===== src/rtl/adder_arbiter.sv =====
// rtl/adder_arbiter.sv - round-robin arbiter sharing one W-bit adder through a 2-stage pipeline
//
// Purpose:
//   NREQ requesters compete for a single shared W-bit adder. A round-robin
//   arbiter accepts at most one operation per cycle into the operand stage (S1).
//   The adder is driven combinationally from S1, and its result is registered
//   into the result stage (S2), which presents the response to the consumer.
//   A saturating counter tallies delivered responses that carry an overflow flag.
//
// Ports (adder_arbiter):
//   clk          - single clock, rising edge
//   rst          - synchronous active-high reset
//   req_valid    - [NREQ]   per-requester operation valid
//   req_a        - [NREQ*W] operand A, requester i in bits [i*W +: W]
//   req_b        - [NREQ*W] operand B, same packing as req_a
//   req_cin      - [NREQ]   per-requester carry-in
//   req_ready    - [NREQ]   one-hot accept (all-zero when nothing is accepted)
//   resp_valid   - result valid
//   resp_ready   - consumer accepts result
//   resp_id      - [clog2(NREQ)] originating requester
//   resp_s       - [W] sum
//   resp_cout    - carry-out
//   resp_pos_ovf - signed positive overflow
//   resp_neg_ovf - signed negative overflow
//   ovf_cnt      - [16] saturating count of delivered overflow results
//
// Ports (adder_arbiter_adder):
//   a, b, cin    - operands and carry-in
//   s, cout      - W-bit sum and carry-out
//   pos_overflow - two non-negative operands produced a negative sum
//   neg_overflow - two negative operands produced a non-negative sum

module adder_arbiter_adder #(
  parameter int W = 32
) (
  input  logic [W-1:0] a,
  input  logic [W-1:0] b,
  input  logic         cin,
  output logic [W-1:0] s,
  output logic         cout,
  output logic         pos_overflow,
  output logic         neg_overflow
);

  logic [W:0] sum;

  always_comb begin
    sum = {1'b0, a} + {1'b0, b} + {{W{1'b0}}, cin};
  end

  assign s    = sum[W-1:0];
  assign cout = sum[W];

  // Signed overflow is only possible when both operands share a sign and the
  // result's sign differs from it; the carry-in cannot change that rule.
  assign pos_overflow = ~a[W-1] & ~b[W-1] &  s[W-1];
  assign neg_overflow =  a[W-1] &  b[W-1] & ~s[W-1];

endmodule

module adder_arbiter #(
  parameter int NREQ = 4,
  parameter int W    = 32
) (
  input  logic                     clk,
  input  logic                     rst,
  input  logic [NREQ-1:0]          req_valid,
  input  logic [NREQ*W-1:0]        req_a,
  input  logic [NREQ*W-1:0]        req_b,
  input  logic [NREQ-1:0]          req_cin,
  output logic [NREQ-1:0]          req_ready,
  output logic                     resp_valid,
  input  logic                     resp_ready,
  output logic [$clog2(NREQ)-1:0]  resp_id,
  output logic [W-1:0]             resp_s,
  output logic                     resp_cout,
  output logic                     resp_pos_ovf,
  output logic                     resp_neg_ovf,
  output logic [15:0]              ovf_cnt
);

  localparam int IDW  = $clog2(NREQ);
  localparam int IDX1 = IDW + 1;
  localparam logic [IDW:0]    NREQ_W   = IDX1'(NREQ);
  localparam logic [IDW-1:0]  LAST_ID  = IDW'(NREQ - 1);
  localparam logic [NREQ-1:0] ONE_HOT0 = {{(NREQ-1){1'b0}}, 1'b1};

  // Arbitration state
  logic [IDW-1:0]  ptr;

  // S1: operand stage
  logic            s1_valid;
  logic [W-1:0]    s1_a;
  logic [W-1:0]    s1_b;
  logic            s1_cin;
  logic [IDW-1:0]  s1_id;

  // S2: result stage
  logic            s2_valid;
  logic [W-1:0]    s2_s;
  logic            s2_cout;
  logic            s2_pos;
  logic            s2_neg;
  logic [IDW-1:0]  s2_id;

  // Shared adder outputs
  logic [W-1:0]    add_s;
  logic            add_cout;
  logic            add_pos;
  logic            add_neg;

  // Pipeline control
  logic            s2_load;
  logic            s1_accept;
  logic            resp_fire;

  // Arbiter datapath
  logic [NREQ-1:0] rot;
  logic            found;
  logic [IDW:0]    off;
  logic [IDW:0]    idx_sum;
  logic [IDW-1:0]  win_id;
  logic [NREQ-1:0] grant;
  logic            xfer;

  adder_arbiter_adder #(.W(W)) u_adder (
    .a            (s1_a),
    .b            (s1_b),
    .cin          (s1_cin),
    .s            (add_s),
    .cout         (add_cout),
    .pos_overflow (add_pos),
    .neg_overflow (add_neg)
  );

  // S1 drains into S2 whenever S2 is empty or its response is being taken;
  // S1 can take a new operation when empty or draining in the same cycle.
  assign s2_load   = s1_valid & (~s2_valid | resp_ready);
  assign s1_accept = ~s1_valid | s2_load;
  assign resp_fire = s2_valid & resp_ready;

  // Round-robin winner: rotate the valid vector so the pointer sits at bit 0,
  // take the lowest set bit, then map the offset back to a requester index.
  always_comb begin
    rot     = NREQ'({req_valid, req_valid} >> ptr);
    found   = 1'b0;
    off     = '0;
    for (int k = NREQ - 1; k >= 0; k--) begin
      if (rot[k]) begin
        found = 1'b1;
        off   = IDX1'(k);
      end
    end
    idx_sum = {1'b0, ptr} + off;
    if (idx_sum >= NREQ_W) begin
      idx_sum = idx_sum - NREQ_W;
    end
    win_id  = idx_sum[IDW-1:0];
  end

  // Grant is suppressed during reset so nothing is handed out in a cycle
  // whose capture edge is going to be discarded.
  always_comb begin
    grant = '0;
    if (!rst && s1_accept && found) begin
      grant = ONE_HOT0 << win_id;
    end
  end

  assign xfer      = |grant;
  assign req_ready = grant;

  // Pointer and S1
  always_ff @(posedge clk) begin
    if (rst) begin
      ptr      <= '0;
      s1_valid <= 1'b0;
      s1_a     <= '0;
      s1_b     <= '0;
      s1_cin   <= 1'b0;
      s1_id    <= '0;
    end else begin
      if (xfer) begin
        s1_valid <= 1'b1;
        s1_a     <= req_a[int'(win_id) * W +: W];
        s1_b     <= req_b[int'(win_id) * W +: W];
        s1_cin   <= req_cin[win_id];
        s1_id    <= win_id;
        ptr      <= (win_id == LAST_ID) ? '0 : win_id + 1'b1;
      end else if (s2_load) begin
        s1_valid <= 1'b0;
      end
    end
  end

  // S2: result register; holds its contents while stalled
  always_ff @(posedge clk) begin
    if (rst) begin
      s2_valid <= 1'b0;
      s2_s     <= '0;
      s2_cout  <= 1'b0;
      s2_pos   <= 1'b0;
      s2_neg   <= 1'b0;
      s2_id    <= '0;
    end else begin
      if (s2_load) begin
        s2_valid <= 1'b1;
        s2_s     <= add_s;
        s2_cout  <= add_cout;
        s2_pos   <= add_pos;
        s2_neg   <= add_neg;
        s2_id    <= s1_id;
      end else if (resp_ready) begin
        s2_valid <= 1'b0;
      end
    end
  end

  // Overflow counter counts delivered responses only, and sticks at all-ones
  always_ff @(posedge clk) begin
    if (rst) begin
      ovf_cnt <= '0;
    end else if (resp_fire && (s2_pos || s2_neg) && (ovf_cnt != 16'hFFFF)) begin
      ovf_cnt <= ovf_cnt + 16'd1;
    end
  end

  assign resp_valid   = s2_valid;
  assign resp_id      = s2_id;
  assign resp_s       = s2_s;
  assign resp_cout    = s2_cout;
  assign resp_pos_ovf = s2_pos;
  assign resp_neg_ovf = s2_neg;

endmodule


===== config.mk =====
export PLATFORM = sky130hd
export DESIGN_NAME = adder_arbiter
export DESIGN_NICKNAME = d
export VERILOG_FILES = /design/src/rtl/adder_arbiter.sv
export SDC_FILE = /design/constraint.sdc
export NUM_CORES = 1
export LEC_CHECK = 0
export CAP_MARGIN = 20
export CORE_MARGIN = 8
export CORE_UTILIZATION = 45
export CTS_BUF_LIST = sky130_fd_sc_hd__clkbuf_8
export DETAILED_ROUTE_END_ITERATION = 12
export GPL_TIMING_DRIVEN = 0
export PLACE_DENSITY_LB_ADDON = 0.12
export SLEW_MARGIN = 30
export SYNTH_ARGS = -nofsm -noshare
export SYNTH_HDL_FRONTEND = slang
export SYNTH_SLANG_ARGS = --single-unit

===== constraint.sdc =====
create_clock -name clk -period 7.4 [get_ports clk]
set_clock_uncertainty 0.05 [all_clocks]
set_input_delay 2.22 -clock clk [delete_from_list [all_inputs] [get_ports clk]]
set_output_delay 2.22 -clock clk [all_outputs]
set_load 0.01 [all_outputs]

==> summary.md, run 1 <==
| Metric | Value |
|---|---|
| Commonest cells after routing, fill and taps aside | `clkdlybuf4s50_1, nand2_1, dfxtp_1, a21oi_1, mux4_2` |
| Register area share after synthesis | `32.1%` |
| CP required | `5.13 ns` |
| Setup-failing EPs final | `0` |
| Crit. Startpoint | `req_valid[2]` |
| Min-Delay Endpoint | `resp_s[11]$_SDFFE_PP0P_` |
| CTS Buffer Depth | `2` |
| Final #Nets | `1529` |
| Hold crit path type | `reg -> reg` |
| Fraction of registers with async set/reset | `0%` |
| Peak supply drop | `0.000188 V` |
| Syn Area/Cell | `8.79 um^2` |
| Core area | `0.0171 mm^2` |
| Global placement routability congestion | `0.865` |
| Setup crit end kind | `output pin` |
| Fin. Hold Viols | `0` |
| Worst-Margin Slew | `0.833 ns` |
| CTS buffer count | `17` |
| Synth Register Bits | `124` |
| Power density cells | `330 mW/mm^2` |
| DR WL/cell | `19.2 um` |
| # port buffers | `324` |
| CTS tree | `yes` |
| Switching Fraction | `40.1%` |
| Most common cell after layout, fill and taps aside | `clkdlybuf4s50_1` |
| Die area | `0.0216 mm^2` |
| Dpl hpwl | `24000 um` |
| Cell leakage power | `0.00437 uW` |
| Reg2reg path depth | `13` |
| Via Count | `7879` |
| Crit Path Max Fanout | `7` |
| Post-Syn Area | `0.00773 mm^2` |
| CP Class | `in -> out` |
| Clk sinks | `124` |
| Int Power | `2310 uW` |
| First-pass GRT wire length | `42700 um` |
| Proportion of layout cells with a drive suffix above 1 | `9.22%` |
| CTS Root Cell | `clkbuf_8` |
| Net Sw Power | `1550 uW` |
| Fin cells | `1463` |
| Most used DFF post-synth | `dfxtp_1` |
| Top post-synthesis cells by area | `dfxtp_1, mux4_2, nand2_1` |
| Slew margin rel. | `44.5%` |
| Fmax | `138 MHz` |
| Register share of total power | `25.6%` |
| Row count | `48` |
| Die height | `147 um` |
| TritonRoute pass-1 iters | `5` |
| Crit path DAT | `4.97 ns` |
| Routed WL | `28000 um` |
| Post-DRT Antenna Nets | `0` |
| Vias in the first global route | `7907` |
| Io pins | `325` |
| Max-slew violations | `0` |
| GRT Residual Overflow | `0` |
| Antenna violations before repair | `2` |
| EDFF count, synth | `0` |
| Flop2flop setup slack | `3.74 ns` |
| Largest net degree at the start of global routing | `20` |
| Startpoint Class | `input port` |
| Total power | `3860 uW` |
| Syn Inst Count | `880` |
| Worst-Skew Late Latency | `0.44 ns` |
| R2r endpoint | `s1_a[29]$_SDFFE_PP0P_` |
| Fin crit share | `97.8%` |
| Synthesis warning total | `0` |
| Area Growth Syn to Fin | `51.3%` |
| Cells after DPL | `1429` |
| Synth top area share | `32.1%` |
| Largest area contributor in the netlist | `dfxtp_1` |
| Chip width | `147 um` |
| Clock power share | `16.0%` |
| GRT Total Usage | `25.2%` |
| Min-delay src | `resp_s[11]$_SDFFE_PP0P_` |
| Initial Util | `45.3%` |
| Drt first-iter violations | `473` |
| Net count after synthesis | `1185` |
| Unrepaired setup endpoints after global routing | `true` |
| H-tree depth | `4` |
| Hold_buf cts | `0` |
| Hold path cells | `2` |
| DRC errors left | `0` |
| Unique masters post-synth | `62` |
| Final min period | `7.24 ns` |
| CTS clk-pin slew, worst paths | `0.06 ns` |
| Max Cap Viol | `0` |
| Reg-to-reg critical path startpoint | `ptr[0]$_SDFFE_PP0P_` |
| Logic gate share of total power | `58.4%` |
| Status | `finished clean` |
| Post-DR vias/cell | `5.39` |
[synthesized netlist by cell type (all sizes together), types with 3 or more instances]
| master | n |
|---|---|
| nand2 | 206 |
| a21oi | 124 |
| dfxtp | 124 |
| mux4 | 60 |
| nor2 | 46 |
| clkbuf | 37 |
| ha | 36 |
| o21ai | 26 |
| inv | 24 |
| xnor2 | 24 |
| nand3 | 19 |
| xor2 | 15 |
| buf | 13 |
| mux2i | 11 |
| a31oi | 9 |
| a211oi | 8 |
| nor3 | 7 |
| a21o | 6 |
| nor2b | 6 |
| nor3b | 6 |
| o221ai | 6 |
| and3 | 5 |
| and4 | 5 |
| o211ai | 5 |
| o21bai | 5 |
| o31ai | 5 |
| or3 | 5 |
| nand4 | 4 |
| and2 | 3 |
| nand2b | 3 |
| or4 | 3 |
[area by class of cell]
class / count / area [um^2]
fill: 1440 / 5350
multi-input combinational: 682 / 4960
timing repair buffer: 326 / 3260
sequential: 124 / 2480
clock buffer: 21 / 289
tap: 225 / 282
buffer: 49 / 214
clock inverter: 11 / 125
inverter: 24 / 90.1
antenna: 1 / 2.50
[sequential cells by signal, summed over array words and instances, names as in the netlist, 2 cells and up]
signal / flops
resp_s: 32
ptr: 2
resp_id: 2
s1_b: 32
ovf_cnt: 16
s1_a: 32
s1_id: 2
[cells by family after synthesis]
group	synth area share, %
simple gates	18.0
xor+xnor	4.51
fa+ha+maj	6.47
mux	18.9
compound gates	16.3
buf+inv	3.75
flops	32.1
[how the worst max path moves through the flow]
stage | slack (ns) | to | cells past startpoint
finish | 0.16 | req_ready[3] | 11
global route | -0.02 | req_ready[3] | 11
detailed placement | -1.46 | req_ready[2] | 11
global placement | -1.44 | req_ready[2] | 11
CTS | 0.15 | req_ready[2] | 10
floorplan | 0.29 | req_ready[2] | 9
[what timing repair did]
| action | in CTS | in global routing |
|---|---|---|
| gates resized for setup | 9 | 3 |
| endpoints found under the setup margin | 4 | 4 |
| pin swaps | 1 | 0 |
| endpoints found under the hold margin | 0 | 0 |
| buffers inserted | 2 | 0 |
[power by group through the flow]
stage | clock network (uW) | registers (uW) | logic [uW]
finish | 619 | 986 | 2250
global route | 663 | 1000 | 2450
CTS | 627 | 983 | 2260
detailed placement | 0 | 997 | 2230
global placement | 0 | 992 | 2210
floorplan | 0 | 966 | 1560
[metal layers]
| metal | share of wire [%] | track usage [%] | vias up |
|---|---|---|---|
| met5 | 0.089 | 0 | - |
| met4 | 1.5 | 6.83 | 4 |
| met3 | 7.2 | 7.35 | 30 |
| met2 | 51 | 44.4 | 288 |
| met1 | 40 | 29.1 | 3681 |
| li1 | - | - | 3876 |
[worst max-delay path, stage by stage]
cell             delay [ns]
clkdlybuf4s50_1        0.51
or2_1                  0.30
maj3_1                 0.35
nor2_1                 0.09
a221oi_1               0.08
xnor2_2                0.17
buf_4                  0.15
inv_1                  0.09
ha_1                   0.26
and2_1                 0.19
clkdlybuf4s50_1        0.58
[stage by stage]
stage	setup WS, ns	setup TNS [ns]	instance area (um^2)	hold slack [ns]	utilization, %
finish	0.159	0	11700	0.401	68.6
floorplan	0.291	0	7730	0.382	-
global route	-0.0159	-0.0159	11700	0.417	68.6
CTS	0.146	0	11700	0.404	68.6
global placement	-1.44	-3.70	11300	0.390	66.0
detailed placement	-1.46	-3.80	11300	0.396	66.0
Power figures use the tool's default switching activity.
==> run 2, diff against run 1 <==
DONT_BUFFER_PORTS = 1   (was default)
SLEW_MARGIN = 15   (was 30)
clock period = 7.5 ns   (was 7.4 ns; I/O delays follow)
==> run 2 against run 1 <==
- non-clock buffer count shrank 326
- global-route usage shrank 1.6 points
- critical path depth shrank 3
- final cell count shrank 22%
- critical path type unchanged
- highest routed layer unchanged
==> summary.md, run 2 (same netlist as run 1, synthesis figures left out) <==
| Metric | Value |
|---|---|
| Antenna violations before repair | `4 (+2)` |
| Crit path DAT | `4.85 ns (-0.12 ns)` |
| Unrepaired setup endpoints after global routing | `false` |
| Setup crit end kind | `output pin` |
| Initial Util | `45.3% (unchanged)` |
| CTS buffer count | `17 (unchanged)` |
| Status | `finished clean` |
| Startpoint Class | `input port` |
| Fmax | `140 MHz` |
| Post-layout util | `49.6% (-19 points)` |
| Final TNS setup | `0 ns (unchanged)` |
| First-pass GRT wire length | `39300 um (-8.0%)` |
| Post-DR vias/cell | `5.87 (+9.1%)` |
| Fin. Hold Viols | `0 (unchanged)` |
| Clk sinks | `124 (unchanged)` |
| CTS Root Cell | `clkbuf_8` |
| Worst-Skew Late Latency | `0.45 ns (about the same)` |
| Hold crit path type | `reg -> reg` |
| Proportion of layout cells with a drive suffix above 1 | `12.2% (+3.0 points)` |
| GRT Total Usage | `23.5% (-1.6 points)` |
| Die area | `0.0216 mm^2 (unchanged)` |
| Global placement routability congestion | `0.888 (+2.7%)` |
| CTS clk-pin slew, worst paths | `0.08 ns (+0.02 ns)` |
| CP required | `5.20 ns (+0.07 ns)` |
| Post-CTS Repair Setup Buffers | `0 (-2)` |
| Area Growth Syn to Fin | `9.45%` |
| Fin crit share | `95.4%` |
| Commonest cells after routing, fill and taps aside | `nand2_1, dfxtp_1, a21oi_1, mux4_2, nor2_1` |
| Cell leakage power | `0.00309 uW (-29%)` |
| Row count | `48 (unchanged)` |
| Core area | `0.0171 mm^2 (unchanged)` |
| Routed WL | `26400 um (-5.9%)` |
| # fillers | `1698 (+18%)` |
| Dpl hpwl | `22200 um (-7.5%)` |
| Max Cap Viol | `0 (unchanged)` |
| Hold Slack | `0.412 ns (+0.0114 ns)` |
| Slew margin rel. | `34.7% (-9.7 points)` |
| Largest net degree at the start of global routing | `20 (unchanged)` |
| Hold_buf cts | `0 (unchanged)` |
| Via Count | `6673 (-15%)` |
| GRT Residual Overflow | `0 (unchanged)` |
| Worst-Margin Slew | `0.979 ns (+0.146 ns)` |
| Setup-failing EPs final | `0 (unchanged)` |
| Final min period | `7.15 ns` |
| Crit Path Max Fanout | `19 (+12)` |
| Final #Nets | `1203 (-21%)` |
| H-tree depth | `4 (unchanged)` |
| # port buffers | `0 (-100%)` |
| Peak supply drop | `0.000340 V (+81%)` |
| CP Class | `in -> out` |
| Most common cell after layout, fill and taps aside | `nand2_1` |
| Max-slew violations | `0 (unchanged)` |
| CTS tree | `yes` |
| Io pins | `325 (unchanged)` |
| # diodes | `0 (-1)` |
| Power density cells | `426 mW/mm^2 (+29%)` |
| TritonRoute pass-1 iters | `5 (unchanged)` |
| DRC errors left | `0 (unchanged)` |
| Vias in the first global route | `6652 (-16%)` |
| Post-DRT Antenna Nets | `0 (unchanged)` |
| CTS Buffer Depth | `2 (unchanged)` |
| Chip width | `147 um (unchanged)` |
| Die height | `147 um (unchanged)` |
| DR WL/cell | `23.2 um (+21%)` |
| Drt first-iter violations | `391 (-17%)` |
==> run 2: power by group <==
| group | switching, uW | internal [uW] |
|---|---|---|
| Clock | 289 | 381 |
| Combinational | 1060 | 868 |
| Sequential | 164 | 842 |
| Total | 1510 | 2090 |
==> run 2: stage by stage <==
| stage | total power (uW) | setup WS [ns] | cell area (um^2) | std cells |
|---|---|---|---|---|
| floorplan | 2490 | 0.331 | 7730 | 880 |
| global placement | 2950 | -0.430 | 8020 | 1105 |
| detailed placement | 2950 | -0.402 | 8020 | 1105 |
| CTS | 3620 | 0.318 | 8470 | 1136 |
| global route | 3850 | 0.115 | 8470 | 1136 |
| finish | 3600 | 0.347 | 8470 | 1136 |
==> run 2: path summary, 6_finish.rpt <==
check        slack, ns             startpoint               endpoint  cells after the start
min               0.41  s1_id[1]$_SDFFE_PP0P_  s1_id[1]$_SDFFE_PP0P_                      2
min reg2reg       0.41  s1_id[1]$_SDFFE_PP0P_  s1_id[1]$_SDFFE_PP0P_                      2
max               0.35           req_valid[2]           req_ready[2]                      8
max reg2reg       3.09    ptr[0]$_SDFFE_PP0P_  s1_b[12]$_SDFFE_PP0P_                     12
==> run 2: critical path: stages <==
cell and delay [ns]:
or4_1 0.49, o2111ai_1 0.11, ha_1 0.25, clkbuf_1 0.53, buf_2 0.58, inv_1 0.12
ha_1 0.28, and2_1 0.22
==> run 2: cell type report <==
type | instances | area (um^2) | area share (%)
Sequential cell | 124 | 2480 | 29.3
Clock buffer | 19 | 262 | 3.09
Inverter | 24 | 90.1 | 1.06
Multi-Input combinational cell | 682 | 4960 | 58.6
Tap cell | 225 | 282 | 3.33
Buffer | 49 | 198 | 2.34
Clock inverter | 13 | 190 | 2.25
==> run 2: timing repair <==
item                                   in CTS  in global routing
endpoints found under the hold margin       0                  0
resized for setup                           1                  0
setup endpoints to repair                   2                  0
==> run 2: layer usage <==
layer	up-vias	GRT usage, %	share of wire (%)
li1	3223	-	-
met2	272	39.9	49
met5	-	0	0.22
met4	8	5.25	0.83
met3	22	7.01	7.1
met1	3148	28.9	42
